[config.mk]
export PLATFORM = sky130hd
export DESIGN_NAME = rr_stream_arbiter
export DESIGN_NICKNAME = d
export VERILOG_FILES = /design/src/rtl/rr_arb_pkg.sv /design/src/rtl/rr_pick.sv /design/src/rtl/rr_stream_arbiter.sv
export SDC_FILE = /design/constraint.sdc
export NUM_CORES = 1
export LEC_CHECK = 0
export CORE_AREA = 2 2 53 55
export CTS_BUF_LIST = sky130_fd_sc_hd__clkbuf_4
export DETAILED_ROUTE_END_ITERATION = 16
export DIE_AREA = 0 0 55 57
export PLACE_DENSITY = 0.79
export SLEW_MARGIN = 20
export SYNTH_ARGS = -nofsm -noshare
export SYNTH_HDL_FRONTEND = slang
export SYNTH_SLANG_ARGS = --single-unit
[constraint.sdc]
create_clock -name clk -period 2.8 [get_ports clk]
set_input_delay 0.28 -clock clk [delete_from_list [all_inputs] [get_ports clk]]
set_output_delay 0.28 -clock clk [all_outputs]
set_load 0.02 [all_outputs]
[src/rtl/rr_arb_pkg.sv]
// Shared constants and helpers for the round-robin stream arbiter family.
// RR_ARB_GRANT_CNT_EN (defined in the top) enables per-requester grant counters.
package rr_arb_pkg;

   localparam int DEF_N_REQ  = 4;
   localparam int DEF_DATA_W = 8;

   localparam int             CNT_W   = 16;
   localparam logic [CNT_W-1:0] CNT_MAX = {CNT_W{1'b1}};

   // Index width for n requesters; never narrower than one bit.
   function automatic int calc_id_w(input int n);
      return (n <= 2) ? 1 : $clog2(n);
   endfunction

endpackage

[src/rtl/rr_pick.sv]
// Combinational round-robin picker: rotate so the slot after last_grant is bit 0,
// priority-encode the lowest set bit, then rotate the index back.
module rr_pick
   import rr_arb_pkg::*;
#(
   parameter int N    = DEF_N_REQ,
   parameter int ID_W = calc_id_w(N)
) (
   input  logic [N-1:0]    req,
   input  logic [ID_W-1:0] last_grant,
   output logic [ID_W-1:0] gnt_idx,
   output logic            gnt_any
);

   logic [ID_W-1:0] start;
   logic [N-1:0]    rot;
   logic [ID_W-1:0] pos;
   logic [ID_W:0]   sum;

   always_comb begin
      start = (last_grant == ID_W'(N - 1)) ? '0 : last_grant + 1'b1;
      // Doubling the vector turns the rotate into a plain shift.
      rot   = N'({req, req} >> start);
      pos   = '0;
      for (int j = N - 1; j >= 0; j--) begin
         if (rot[j]) begin
            pos = ID_W'(j);
         end
      end
      sum = {1'b0, start} + {1'b0, pos};
      if (sum >= (ID_W + 1)'(N)) begin
         sum = sum - (ID_W + 1)'(N);
      end
      gnt_idx = sum[ID_W-1:0];
      gnt_any = |req;
   end

endmodule

[src/rtl/rr_stream_arbiter.sv]
// Round-robin arbiter feeding one registered valid/ready output stage.
// Define RR_ARB_GRANT_CNT_EN to add saturating per-requester grant counters.
module rr_stream_arbiter
   import rr_arb_pkg::*;
#(
   parameter int N_REQ  = DEF_N_REQ,
   parameter int DATA_W = DEF_DATA_W,
   parameter int ID_W   = calc_id_w(N_REQ)
) (
   input  logic                      clk,
   input  logic                      rst_n,
   input  logic [N_REQ-1:0]          req_valid,
   output logic [N_REQ-1:0]          req_ready,
   input  logic [N_REQ*DATA_W-1:0]   req_data,
`ifdef RR_ARB_GRANT_CNT_EN
   input  logic                      clr_cnt,
   output logic [N_REQ*CNT_W-1:0]    grant_cnt,
`endif
   output logic                      out_valid,
   input  logic                      out_ready,
   output logic [DATA_W-1:0]         out_data,
   output logic [ID_W-1:0]           out_id
);

   logic              load;
   logic              take;
   logic [ID_W-1:0]   last_grant;
   logic [ID_W-1:0]   gnt_idx;
   logic              gnt_any;
   logic [DATA_W-1:0] sel_data;

   assign load = !out_valid || out_ready;
   assign take = load && gnt_any;

   rr_pick #(
      .N    (N_REQ),
      .ID_W (ID_W)
   ) u_pick (
      .req        (req_valid),
      .last_grant (last_grant),
      .gnt_idx    (gnt_idx),
      .gnt_any    (gnt_any)
   );

   generate
      for (genvar gi = 0; gi < N_REQ; gi++) begin : g_ready
         assign req_ready[gi] = take && (gnt_idx == ID_W'(gi));
      end
   endgenerate

   always_comb begin
      sel_data = '0;
      for (int i = 0; i < N_REQ; i++) begin
         if (gnt_idx == ID_W'(i)) begin
            sel_data = req_data[i*DATA_W +: DATA_W];
         end
      end
   end

   // Priority only rotates on an accepted transfer, so stalls never skip anyone.
   always_ff @(posedge clk or negedge rst_n) begin
      if (!rst_n) begin
         out_valid  <= 1'b0;
         out_data   <= '0;
         out_id     <= '0;
         last_grant <= ID_W'(N_REQ - 1);
      end else if (load) begin
         if (gnt_any) begin
            out_valid  <= 1'b1;
            out_data   <= sel_data;
            out_id     <= gnt_idx;
            last_grant <= gnt_idx;
         end else begin
            out_valid  <= 1'b0;
         end
      end
   end

`ifdef RR_ARB_GRANT_CNT_EN
   generate
      for (genvar gi = 0; gi < N_REQ; gi++) begin : g_cnt
         logic [CNT_W-1:0] cnt_reg;

         // Clear wins over a same-cycle grant.
         always_ff @(posedge clk or negedge rst_n) begin
            if (!rst_n) begin
               cnt_reg <= '0;
            end else if (clr_cnt) begin
               cnt_reg <= '0;
            end else if (req_ready[gi] && (cnt_reg != CNT_MAX)) begin
               cnt_reg <= cnt_reg + 1'b1;
            end
         end

         assign grant_cnt[gi*CNT_W +: CNT_W] = cnt_reg;
      end
   endgenerate
`endif

endmodule

==> results.md, run 1 <==
Synth:
- The sequential cell area fraction in the yosys report is 0.344.
- Dividing the synthesized area by the synthesized cell count gives roughly 9.4 sq um.
- The top flip-flop cell by instance count after synthesis is sky130_fd_sc_hd__dfrtp_1.
- The synthesized cell area is 953 sq um.
- Yosys printed 0 warnings.
- Counting every instance in the synthesized netlist gives 101.
- The number of nets in the synthesized netlist is 141.
- Counting flops and latches in the post-synthesis netlist gives 13.
- The fraction of synthesis flops using an asynchronous set or reset pin is 1.00.
- The count of distinct cell types in the synthesized netlist is 33.
- The count of flip-flops with a built-in enable after synthesis is 0.

Clock tree:
- The number of buffers inserted by post-CTS setup repair is 0.
- Clock tree synthesis inserted a total of 3 buffers.
- For this design, the CTS-stage hold fixing added 0 buffers.
- The clock net sink count is 13.
- The clock tree from TritonCTS is done.
- The CTS root buffer is sky130_fd_sc_hd__clkbuf_4.
- The buffer depth of the longest clock path is 2.
- The maximum level of the CTS H-tree is 1.
- The insertion delay to the later sink of the worst-skew pair is 270 ps.
- The clock-pin slew on the worst setup and hold paths is 80 ps.

STA:
- The upper clock frequency limit is ~380 MHz.
- The final count of pins violating max slew is 0.
- The slew at the pin closest to its max-slew limit is 578 ps.
- The worst pin sits at a relative slew slack of 0.614.
- The period utilization is 0.950.
- Setup violations remaining at the end of the flow were counted as 0.
- The hold violation total from the final report came to 0.
- The minimum clock period is 2660 ps.
- On the final layout, the worst clock skew is 5.70 ps.
- After routing, the total negative slack on setup checks comes to 0 ps.
- Setup repair after global routing left no endpoint under its margin.
- On the final layout, the worst hold slack is 371 ps.
- The smallest setup slack after layout is approximately 140 ps.

Placement:
- The port buffer count is 53.
- The worst-case setup slack after placement is 27.3 ps.
- At the end of routability-driven placement, the weighted congestion stood at 0.911.
- After legalization and detailed placement, the total HPWL measured ~2.2 mm.
- In this run, placement finished with an instance count of between 150 and 200.

Detailed routing:
- The first TritonRoute pass finished after 4 iterations.
- The number of vias per cell is 5.47.
- The detailed-route wire length per cell is 14.4 um.
- Once detail routing completed, the nets flagged for antenna violations numbered 0.
- The wire length after detailed routing is between 2 and 3 mm.
- The number of violations reported at the end of detailed-routing iteration 0 is 20.
- The overall via count from detail_route is between 1000 and 1500.
- In the routed design, unresolved DRC markers number 0.

Setup path:
- The launching element type of the critical path is a register.
- STA puts the critical path data arrival time at 2380 ps.
- The classification of the worst setup path is register to output port.
- STA classifies the critical path endpoint as an output port.
- Of all nets on the critical path, the largest fanout is 6.
- The required time at the endpoint of the critical path is 2520 ps.

Finish:
- The filler cell count in the final layout is between 200 and 250.
- The fraction of final layout cells sized beyond drive strength 1 is 0.142.
- The area added between synthesis and finish is 66.1%.
- At the end of the flow, the number of nets in the layout was 203.
- The finished layout holds 193 standard cells, fillers aside.
- The number of antenna diodes in the final layout is 0.

Floorplanning:
- The initial utilization of the core area, before any placement, comes to 0.365.
- The width of the chip is 55 um.
- After floorplanning, the core was sized to cover ~2600 sq um.
- 54 I/O pins were placed.
- The die is roughly 57 um tall.
- The floorplan step defined a die boundary enclosing 3140 sq um.
- The initialized floorplan defines 19 standard-cell rows.

Global routing:
- The total overflow left after global routing is 0.
- The all-layer global routing usage is 0.195.
- Entering global routing, the biggest net connects 18 pins.
- The number of global-route vias before repair is 1111.
- The first global-routing pass estimated 4.56 mm of wire.
- The initial antenna violation count was 0.

Flow run:
- The number of max-cap violations is 0.

Power:
- The peak ir drop on the vdd network is 0.698 mV.
- Summing internal, switching and leakage power gives 1.59 mW.
- Summed over all cells, the static leakage comes to about 0.70 nW.
- Power spread over the standard cell area amounts to 1000 nW/um^2.

Min path:
- The worst hold path class is input port to asynchronous set/reset pin.

Status:
- The flow ran to the end, and the final reports show no timing, DRC or antenna violations.
-- power breakdown --
group          switching (mW)  total, mW  internal [mW]
registers              0.0481      0.335          0.287
logic                   0.585       1.13          0.541
clock network          0.0591      0.124         0.0649
total                   0.693       1.59          0.892
-- through the flow --
stage / cell area, sq um / utilization
floorplan: 953 / -
global placement: 1560 / 0.598
detailed placement: 1560 / 0.598
CTS: 1590 / 0.608
global route: 1580 / 0.606
finish: 1580 / 0.606
-- per-layer routing --
metal | share of wire | global-route usage
met1 | 0.38 | 0.220
met2 | 0.52 | 0.344
met3 | 0.088 | 0.0497
met5 | 0 | 0
met4 | 0.014 | 0.0662
-- cells in the final DEF, fill, tap and decap left out --
master                            netlist  final
sky130_fd_sc_hd__a2111oi_0              1      1
sky130_fd_sc_hd__o21ai_1                1      1
sky130_fd_sc_hd__nor2_1                 6      6
sky130_fd_sc_hd__a21oi_1                3      3
sky130_fd_sc_hd__ha_1                   1      1
sky130_fd_sc_hd__nand3_1                1      1
sky130_fd_sc_hd__or2_1                  1      1
sky130_fd_sc_hd__o41ai_2                1      1
sky130_fd_sc_hd__nand2b_1               1      1
sky130_fd_sc_hd__dfstp_2                2      2
sky130_fd_sc_hd__nor4b_1                1      1
sky130_fd_sc_hd__clkdlybuf4s15_1        0      2
sky130_fd_sc_hd__nor3b_1                3      3
sky130_fd_sc_hd__a31oi_1                3      3
sky130_fd_sc_hd__o21ai_0                3      2
sky130_fd_sc_hd__maj3_1                 1      1
sky130_fd_sc_hd__and2b_1                1      1
sky130_fd_sc_hd__buf_12                 0      1
sky130_fd_sc_hd__o21ai_2                0      1
sky130_fd_sc_hd__a221oi_1               1      1
sky130_fd_sc_hd__inv_1                  2      2
sky130_fd_sc_hd__or3_4                  1      1
sky130_fd_sc_hd__dfrtp_1               11     11
sky130_fd_sc_hd__clkbuf_4               0      4
sky130_fd_sc_hd__buf_4                  3     11
sky130_fd_sc_hd__nor2b_1                2      2
sky130_fd_sc_hd__nand3b_1               1      1
sky130_fd_sc_hd__o22a_1                 1      1
sky130_fd_sc_hd__o221ai_1               8      8
sky130_fd_sc_hd__mux2i_1               16     16
sky130_fd_sc_hd__a21o_1                 3      3
sky130_fd_sc_hd__clkbuf_2               0      2
sky130_fd_sc_hd__nand2_1               14     14
sky130_fd_sc_hd__a311oi_1               1      1
sky130_fd_sc_hd__clkdlybuf4s50_1        0     49
sky130_fd_sc_hd__nor3_1                 2      2
-- final timing paths --
kind / to / depth (start not counted) / slack [ps] / start
max: req_ready[1] / 7 / 140 / last_grant[0]
min: out_data[2] / 1 / 370 / rst_n
max reg2reg: out_data[5] / 7 / 610 / last_grant[0]
min reg2reg: out_id[1] / 1 / 480 / out_id[1]
max in group asynchronous: out_data[6] / 1 / 2050 / rst_n
min in group clk: out_id[1] / 1 / 480 / out_id[1]
-- area by class of cell --
| class | count | area [sq um] | share of cell area |
|---|---|---|---|
| Timing Repair Buffer | 65 | 623 | 0.393 |
| Clock buffer | 4 | 30.0 | 0.0190 |
| Multi-Input combinational cell | 78 | 557 | 0.352 |
| Tap cell | 31 | 38.8 | 0.0245 |
| Sequential cell | 13 | 328 | 0.207 |
| Inverter | 2 | 7.51 | 0.00474 |
-- cells in the mapped netlist (2+ instances only) --
library cell               instances  share of area
sky130_fd_sc_hd__buf_4             3          0.024
sky130_fd_sc_hd__nor2b_1           2          0.013
sky130_fd_sc_hd__a21oi_1           3          0.016
sky130_fd_sc_hd__nor3_1            2          0.010
sky130_fd_sc_hd__inv_1             2         0.0079
sky130_fd_sc_hd__a21o_1            3          0.024
sky130_fd_sc_hd__dfstp_2           2          0.055
sky130_fd_sc_hd__nor2_1            6          0.024
sky130_fd_sc_hd__a31oi_1           3          0.020
sky130_fd_sc_hd__mux2i_1          16           0.17
sky130_fd_sc_hd__o221ai_1          8          0.073
sky130_fd_sc_hd__dfrtp_1          11           0.29
sky130_fd_sc_hd__nand2_1          14          0.055
sky130_fd_sc_hd__o21ai_0           3          0.016
sky130_fd_sc_hd__nor3b_1           3          0.024
sky130_fd_sc_hd__buf_6             3          0.035
-- registers in the layout, indices dropped and copies added, names as in the netlist --
name,cells
last_grant,2
out_data,8
out_id,2
out_valid,1
-- logic make-up after synthesis --
family                     synth area share
buffers and inverters                0.0761
adders and majority gates            0.0236
AOI/OAI and AO/OA                     0.207
DFF                                   0.344
muxes                                 0.168
and+or+nand+nor                       0.181
-- critical path, cell delays in order (launching register included) --
cell and delay, ps:
sky130_fd_sc_hd__dfstp_2 540, sky130_fd_sc_hd__ha_1 290, sky130_fd_sc_hd__a311oi_1 240, sky130_fd_sc_hd__a21oi_1 100, sky130_fd_sc_hd__or3_4 350, sky130_fd_sc_hd__a21o_1 190
sky130_fd_sc_hd__nor2_1 90, sky130_fd_sc_hd__clkdlybuf4s15_1 300
-- what timing repair did --
action / CTS / global route
hold endpoints to repair: 0 / 0
endpoints found under the setup margin: 4 / 4
resized for setup: 4 / 7
No activity file was read; power rests on OpenSTA's default activity.
==> run 2: changes to the inputs <==
MAX_ROUTING_LAYER = met4   (was unset)
SETUP_SLACK_MARGIN = 0.2   (was unset)
==> results.md, run 2 (synthesized netlist as in run 1, its figures left out) <==
Detailed routing:
- The number of violations reported at the end of detailed-routing iteration 0 was 25 (+25%).
- The remaining routing DRC violations is 0 (unchanged).
- The detailed-route wire length per cell was 14.8 um (+2.7%).
- The overall via count from detail_route is 1081 (+2.4%).
- The first-pass iteration count of the detailed router is 5 (+1).
- The number of vias per cell was 5.60 (+2.4%).
- The wire length after detailed routing is 2.86 mm (+2.7%).
- The number of nets still failing antenna checks after routing is 0 (unchanged).

Clock tree:
- The clock-pin slew on the worst setup and hold paths is 80 ps (about the same).
- The clock net sink count is 13 (unchanged).
- The maximum level of the CTS H-tree came to 1 (unchanged).
- The insertion delay to the later sink of the worst-skew pair came to 270 ps (about the same).
- The post-cts hold buffer count was 0 (unchanged).
- The CTS buffer count is 3 (unchanged).
- The buffer depth of the longest clock path is 2 (unchanged).
- The CTS root buffer is sky130_fd_sc_hd__clkbuf_4.
- The number of buffers inserted by post-CTS setup repair was 0 (unchanged).
- TritonCTS built the clock tree.

Setup path:
- The peak fanout along the critical path is 12 (+6).
- In this run the worst setup path begins at last_grant[0].
- The arrival time of data at the critical path endpoint is 2200 ps (-180 ps).
- The launch point of the worst reg-to-reg path is last_grant[0].
- The cell with the largest stage delay on the worst path is sky130_fd_sc_hd__dfstp_2.
- The category of the worst setup path capture point is an output port.
- The number of cells on the worst reg-to-reg path is 8 (+1).
- The critical path goes through buf_4 -> nor2b_1 -> a2111oi_0 -> o21ai_2 -> a21o_1 -> nor2b_1 -> buf_4.
- The register-to-register path setup slack is 650 ps (+40 ps).
- The highest cell delay on the worst timing path is 560 ps (+20 ps).
- The worst setup path is of the register to output port kind.
- The endpoint of the most critical register-to-register path is out_data[2].
- The launching element type of the critical path is a register.
- The required time at the endpoint of the critical path is 2520 ps (about the same).

Finish:
- Leaving out fill and tap cells, the most frequent cells in the layout are sky130_fd_sc_hd__clkdlybuf4s50_1, sky130_fd_sc_hd__mux2i_1, sky130_fd_sc_hd__nand2_1, sky130_fd_sc_hd__buf_4, sky130_fd_sc_hd__dfrtp_1.
- The final instance area is 1610 sq um (+1.6%).
- The antenna diode count is 0 (unchanged).
- Relative to the synthesized area, the layout overhead comes to 68.8%.
- The final core area utilization is 0.615 (+0.00957).
- The number of nets in the final layout is 203 (unchanged).
- The largest registers in the layout are out_data (8), last_grant (2), out_id (2).
- out_data holds more flip-flops than any other register.
- Leaving out fill and tap cells, the most frequent cell in the layout is sky130_fd_sc_hd__clkdlybuf4s50_1.
- The final instance count without filler cells is 193 (unchanged).
- The number of flip-flops in the largest register came to 8 (unchanged).
- The fraction of final layout cells sized beyond drive strength 1 is 0.185 (+0.0432).

Placement:
- The worst-case setup slack after placement was 27.3 ps (unchanged).
- The placed cell count is 189 (unchanged).
- The estimated wirelength of the detail-placed design was 2.24 mm (unchanged).
- The port buffer count is 53 (unchanged).
- The placed instance area is 1560 sq um (unchanged).
- The final weighted congestion in routability-driven placement is 0.926 (+1.7%).

Power:
- The post-route total power was 1.65 mW (+3.8%).
- The peak ir drop on the vdd network came to 0.706 mV (+1.1%).
- The switching power is 0.717 mW (+3.6%).
- The sequential power share was 0.208 (-0.003).
- The internal power consumption was 0.928 mW (+4.0%).
- The total power density per cell area came to 1020 nW/um^2 (+2.2%).
- The combinational fraction of design power was 0.718 (+0.007).
- The leakage dissipation is 0.703 nW (+0.80%).
- The clock network fraction of total power is 0.074 (-0.004).
- The net switching share of the total power is 0.436 (-0.00115).

STA:
- The setup TNS is 0 ps (unchanged).
- The final count of pins violating max slew is 0 (unchanged).
- Setup repair after global routing left no endpoint under its margin.
- The slew at the pin closest to its max-slew limit is 572 ps (-5.77 ps).
- The period utilization was 0.887 (-0.0634).
- The worst slew margin relative to its limit is 0.618 (+0.00386).
- The worst-case hold slack is 374 ps (+2.67 ps).
- The smallest setup slack after layout is 317 ps (+177 ps).
- The minimum clock period is 2480 ps (-177 ps).
- The clock skew after layout is 2.77 ps (-2.93 ps).
- The count of endpoints failing setup in the final report was 0 (unchanged).
- The upper clock frequency limit is 403 MHz (+7.1%).
- The hold violation total from the final report is 0 (unchanged).

Global routing:
- The initial antenna violation count came to 0 (unchanged).
- The all-layer global routing usage is 0.201 (+0.00621).
- The total congestion overflow is 0 (unchanged).
- The number of global-route vias before repair is 1115 (+0.36%).
- The largest net degree at the start of global routing is 18 (unchanged).
- The wire length of the first global-routing pass came to 4.56 mm (unchanged).

Floorplanning:
- The standard-cell row count is 19 (unchanged).
- The width of the chip is 55 um (unchanged).
- The core region area is 2620 sq um (unchanged).
- The count of pins on the block boundary came to 54 (unchanged).
- The initial cell density of the core is 0.365 (unchanged).
- The die boundary height is 57 um (unchanged).
- The area of the die is 3140 sq um (unchanged).

Min path:
- The tightest min-delay check is of the input port to asynchronous set/reset pin type.

Status:
- The run finished with clean final reports.

Flow run:
- The number of max-cap violations is 0 (unchanged).
run 2: timing repair:
action                                  4_1_cts  5_1_grt
pin swaps                                     0        4
resized for setup                            16        9
endpoints found under the setup margin        4        4
run 2: critical path, delay by kind of cell (launching register included):
| family | cells | cell delay [ps] |
|---|---|---|
| compound gates | 3 | 870 |
| flops | 1 | 560 |
| buf+inv | 2 | 320 |
| simple gates | 2 | 170 |
run 2: layout make-up:
class / count / area, sq um
Fill cell: 241 / 1010
Timing Repair Buffer: 65 / 616
Multi-Input combinational cell: 78 / 589
Sequential cell: 13 / 328
Tap cell: 31 / 38.8
Clock buffer: 4 / 30.0
Inverter: 2 / 7.51
run 2: how the worst max path moves through the flow:
stage,endpoint,slack (ps)
after floorplan,req_ready[0],420
after global placement,req_ready[3],80
after detailed placement,req_ready[3],30
after CTS,req_ready[3],160
after global routing,req_ready[3],160
final,req_ready[3],320
run 2: power groups by stage:
stage	Combinational, mW	Sequential, mW	Clock [mW]
2_1_floorplan	0.678	0.422	0
3_3_place_gp	1.12	0.336	0
3_5_place_dp	1.15	0.336	0
4_1_cts	1.14	0.338	0.125
5_1_grt	1.28	0.357	0.140
6_report	1.18	0.342	0.122
run 2: metal layers:
layer | wire [um] | GRT usage
met5 | 0 | -
met4 | 39 | 0.0662
met3 | 258 | 0.0524
met2 | 1480 | 0.344
met1 | 1080 | 0.220
==> run 3: changes to the inputs <==
ABC_AREA = 1   (was unset)
CORE_AREA = 2 2 57 59   (was 2 2 53 55)
DIE_AREA = 0 0 59 61   (was 0 0 55 57)
PLACE_DENSITY = 0.8   (was 0.79)
TNS_END_PERCENT = 50   (was unset)
==> results.md, run 3 <==
Finish:
- The top cell types in the final layout, fill and taps aside, are sky130_fd_sc_hd__nand2_1, sky130_fd_sc_hd__clkdlybuf4s50_1, sky130_fd_sc_hd__nand3_1, sky130_fd_sc_hd__nand2_2, sky130_fd_sc_hd__inv_1.
- The number of nets in the final layout is 294 (+45%).
- The final instance count without filler cells is 286 (+48%).
- The filler cell count in the final layout was 248 (+2.9%).
- The register with the highest flop count is out_data.
- The largest registers in the layout are out_data (8), last_grant (2), out_id (2).
- Compared with the post-synthesis result, the final layout area differs by 59.2%.
- The library cell used most frequently in the layout, excluding fill and tap cells, is sky130_fd_sc_hd__nand2_1.
- The fraction of final layout cells sized beyond drive strength 1 is 0.304 (+0.119).
- The antenna diode count is 0 (unchanged).
- The number of flip-flops in the largest register was 8 (unchanged).

STA:
- The worst slew margin relative to its limit is 0.618 (+0.000838).
- The period utilization is 0.903 (+0.0165).
- The hold violation total from the final report is 0 (unchanged).
- The final count of pins violating max slew is 0 (unchanged).
- The slew at the pin closest to its max-slew limit was 571 ps (-1.25 ps).
- The clock skew after layout is 4.42 ps (+1.66 ps).
- The minimum clock period is 2530 ps (+46.2 ps).
- The worst-case hold slack is 358 ps (-16.0 ps).
- Setup repair after global routing could not meet its margin everywhere.
- The upper clock frequency limit is 395 MHz (-1.8%).
- The count of endpoints failing setup in the final report is 0 (unchanged).

Synth:
- The count of distinct cell types in the synthesized netlist was 27 (-18%).
- The top cell type's share of synthesized area is 0.220 (-0.0685).
- The post-synthesis area per instance is 6.65 sq um (-30%).
- The cell accounting for the most synthesized area is sky130_fd_sc_hd__dfrtp_1.
- The count of flip-flops with a built-in enable after synthesis is 0 (unchanged).
- The sequential cell area fraction in the yosys report is 0.262 (-0.0816).
- The commonest cells after synthesis are sky130_fd_sc_hd__nand2_1, sky130_fd_sc_hd__nand3_1, sky130_fd_sc_hd__nand2_2, sky130_fd_sc_hd__inv_1, sky130_fd_sc_hd__dfrtp_1.
- The top flip-flop cell by instance count after synthesis is sky130_fd_sc_hd__dfrtp_1.
- By area the synthesized netlist is led by sky130_fd_sc_hd__dfrtp_1, sky130_fd_sc_hd__nand2_1, sky130_fd_sc_hd__nand2_2.
- The post-synthesis cell count came to 188 (+86%).
- The fraction of synthesis flops using an asynchronous set or reset pin came to 1.00 (unchanged).
- The net count of the mapped netlist was 228 (+62%).
- The post-synthesis sequential element count came to 13 (unchanged).
- The leading cell type by number of instances after synthesis is sky130_fd_sc_hd__nand2_1.
- The number of synthesis warnings is 0 (unchanged).
- The synthesized cell area is 1250 sq um (+31%).

Global routing:
- The total congestion overflow was 0 (unchanged).
- The number of global-route vias before repair is 1220 (+9.4%).
- The wire length of the first global-routing pass is 5.45 mm (+20%).
- The largest net degree at the start of global routing was 17 (-1).
- The initial antenna violation count is 0 (unchanged).
- The all-layer global routing usage came to 0.205 (+0.00445).

Status:
- The flow ran to the end, and the final reports show no timing, DRC or antenna violations.

Detailed routing:
- The remaining routing DRC violations is 0 (unchanged).
- The overall via count from detail_route is 1408 (+30%).
- The wire length after detailed routing is 3.46 mm (+21%).
- The number of violations reported at the end of detailed-routing iteration 0 is 51 (+100%).
- The number of nets still failing antenna checks after routing is 0 (unchanged).
- The detailed-route wire length per cell is 12.1 um (-18%).
- The first-pass iteration count of the detailed router is 4 (-1).
- The number of vias per cell came to 4.92 (-12%).

Setup path:
- The highest cell delay on the worst timing path is 570 ps (about the same).
- The buffers plus inverters on the worst setup path is 2 (unchanged).
- The largest individual stage delay along the critical path comes from the cell sky130_fd_sc_hd__dfstp_2.
- The classification of the worst setup path is register to output port.
- The launching element type of the critical path is a register.
- The required time at the endpoint of the critical path was 2520 ps (about the same).
- The cell type group with the largest total delay on the critical path is simple AND/OR/NAND/NOR gates.
- Traced cell by cell, the critical path runs through ha_4 -> buf_6 -> nand3_2 -> nand2_2 -> nor2_4 -> nand2_2 -> nand2_4 -> nand3_4 -> and2_4 -> nor3_4 -> buf_6.
- The peak fanout along the critical path is 6 (-6).
- The arrival time of data at the critical path endpoint is 2250 ps (+50 ps).
- STA classifies the critical path endpoint as an output port.

Placement:
- The placed cell count was 279 (+48%).
- The estimated wirelength of the detail-placed design was 2.67 mm (+19%).
- The final weighted congestion in routability-driven placement is 0.836 (-9.7%).
- The port buffer count was 53 (unchanged).

Floorplanning:
- The width of the chip is 59 um (+7.3%).
- The core region area is 2950 sq um (+13%).
- The initial cell density of the core is 0.423 (+0.0587).
- The area of the die is 3600 sq um (+15%).
- The die boundary height is 61 um (+7.0%).
- The standard-cell row count is 20 (+1).
- The count of pins on the block boundary was 54 (unchanged).

Clock tree:
- The maximum level of the CTS H-tree is 1 (unchanged).
- The clock net sink count came to 13 (unchanged).
- The buffer depth of the longest clock path came to 2 (unchanged).
- The post-cts hold buffer count is 0 (unchanged).
- The insertion delay to the later sink of the worst-skew pair is 280 ps (about the same).
- The CTS buffer count is 3 (unchanged).
- The CTS root buffer is sky130_fd_sc_hd__clkbuf_4.
- The clock-pin slew on the worst setup and hold paths was 80 ps (about the same).
- TritonCTS built the clock tree.

Flow run:
- The number of max-cap violations is 0 (unchanged).

Min path:
- The worst hold path class is input port to asynchronous set/reset pin.
==> run 3: area by class of cell <==
class,count,area (sq um),area share
Multi-Input combinational cell,150,880,0.442
Timing Repair Buffer,67,632,0.318
Sequential cell,13,328,0.165
Inverter,19,78.8,0.0396
Tap cell,33,41.3,0.0208
Clock buffer,4,30.0,0.0151
==> run 3: cells by family (layout without fill, tap and decap cells) <==
group	count (synthesis)	in the layout	synth area share
AOI/OAI and AO/OA	15	15	0.0921
and+or+nand+nor	134	134	0.536
buffers and inverters	25	90	0.100
DFF	13	13	0.262
adders and majority gates	1	1	0.0100
==> run 3: repair_timing <==
item,4_1_cts,5_1_grt
gates resized for setup,14,31
pin swaps,0,16
setup endpoints to repair,4,4
buffers inserted,0,3
==> run 3: worst paths after layout <==
check                              start            to  slack, ps  cells past startpoint
max in group asynchronous          rst_n   out_data[2]       2070                      1
min in group clk               out_id[0]     out_id[0]        490                      2
setup reg to reg           last_grant[1]   out_data[5]        560                     15
setup / recovery           last_grant[1]  req_ready[0]        270                     11
hold reg to reg                out_id[0]     out_id[0]        490                      2
hold / removal                     rst_n     out_valid        360                      1
==> run 3: worst reg2reg max path, stage by stage (launching register included) <==
cell and delay (ps):
sky130_fd_sc_hd__dfstp_2 570, sky130_fd_sc_hd__ha_4 230, sky130_fd_sc_hd__buf_6 130, sky130_fd_sc_hd__nand3_2 70, sky130_fd_sc_hd__nand2_2 80, sky130_fd_sc_hd__nor2_4 160
sky130_fd_sc_hd__nand2_2 100, sky130_fd_sc_hd__nand2_4 100, sky130_fd_sc_hd__nand2_4 60, sky130_fd_sc_hd__nand2_4 60, sky130_fd_sc_hd__and2_4 150, sky130_fd_sc_hd__buf_4 190
sky130_fd_sc_hd__o21ai_2 70, sky130_fd_sc_hd__nand2_1 60, sky130_fd_sc_hd__nand2_1 80, sky130_fd_sc_hd__nand2_1 70
==> run 3: layer usage <==
layer	track usage	wire [um]
met1	0.280	1560
met2	0.302	1650
met3	0.0235	148
met4	0.101	97
met5	-	0
==> run 3: stage by stage <==
step                utilization  cell area [sq um]  setup TNS, ps  worst slack (ps)
floorplan                     -               1250              0               287
detailed placement        0.628               1860          -29.5             -29.5
CTS                       0.638               1880              0               173
finish                    0.674               1990              0               271
global route              0.674               1990              0               169
global placement          0.628               1860              0              54.8
Power of run 3 is left out: the tool's default activity adds up to more than one toggle a clock period on the data nets, which glitch-free logic cannot reach.
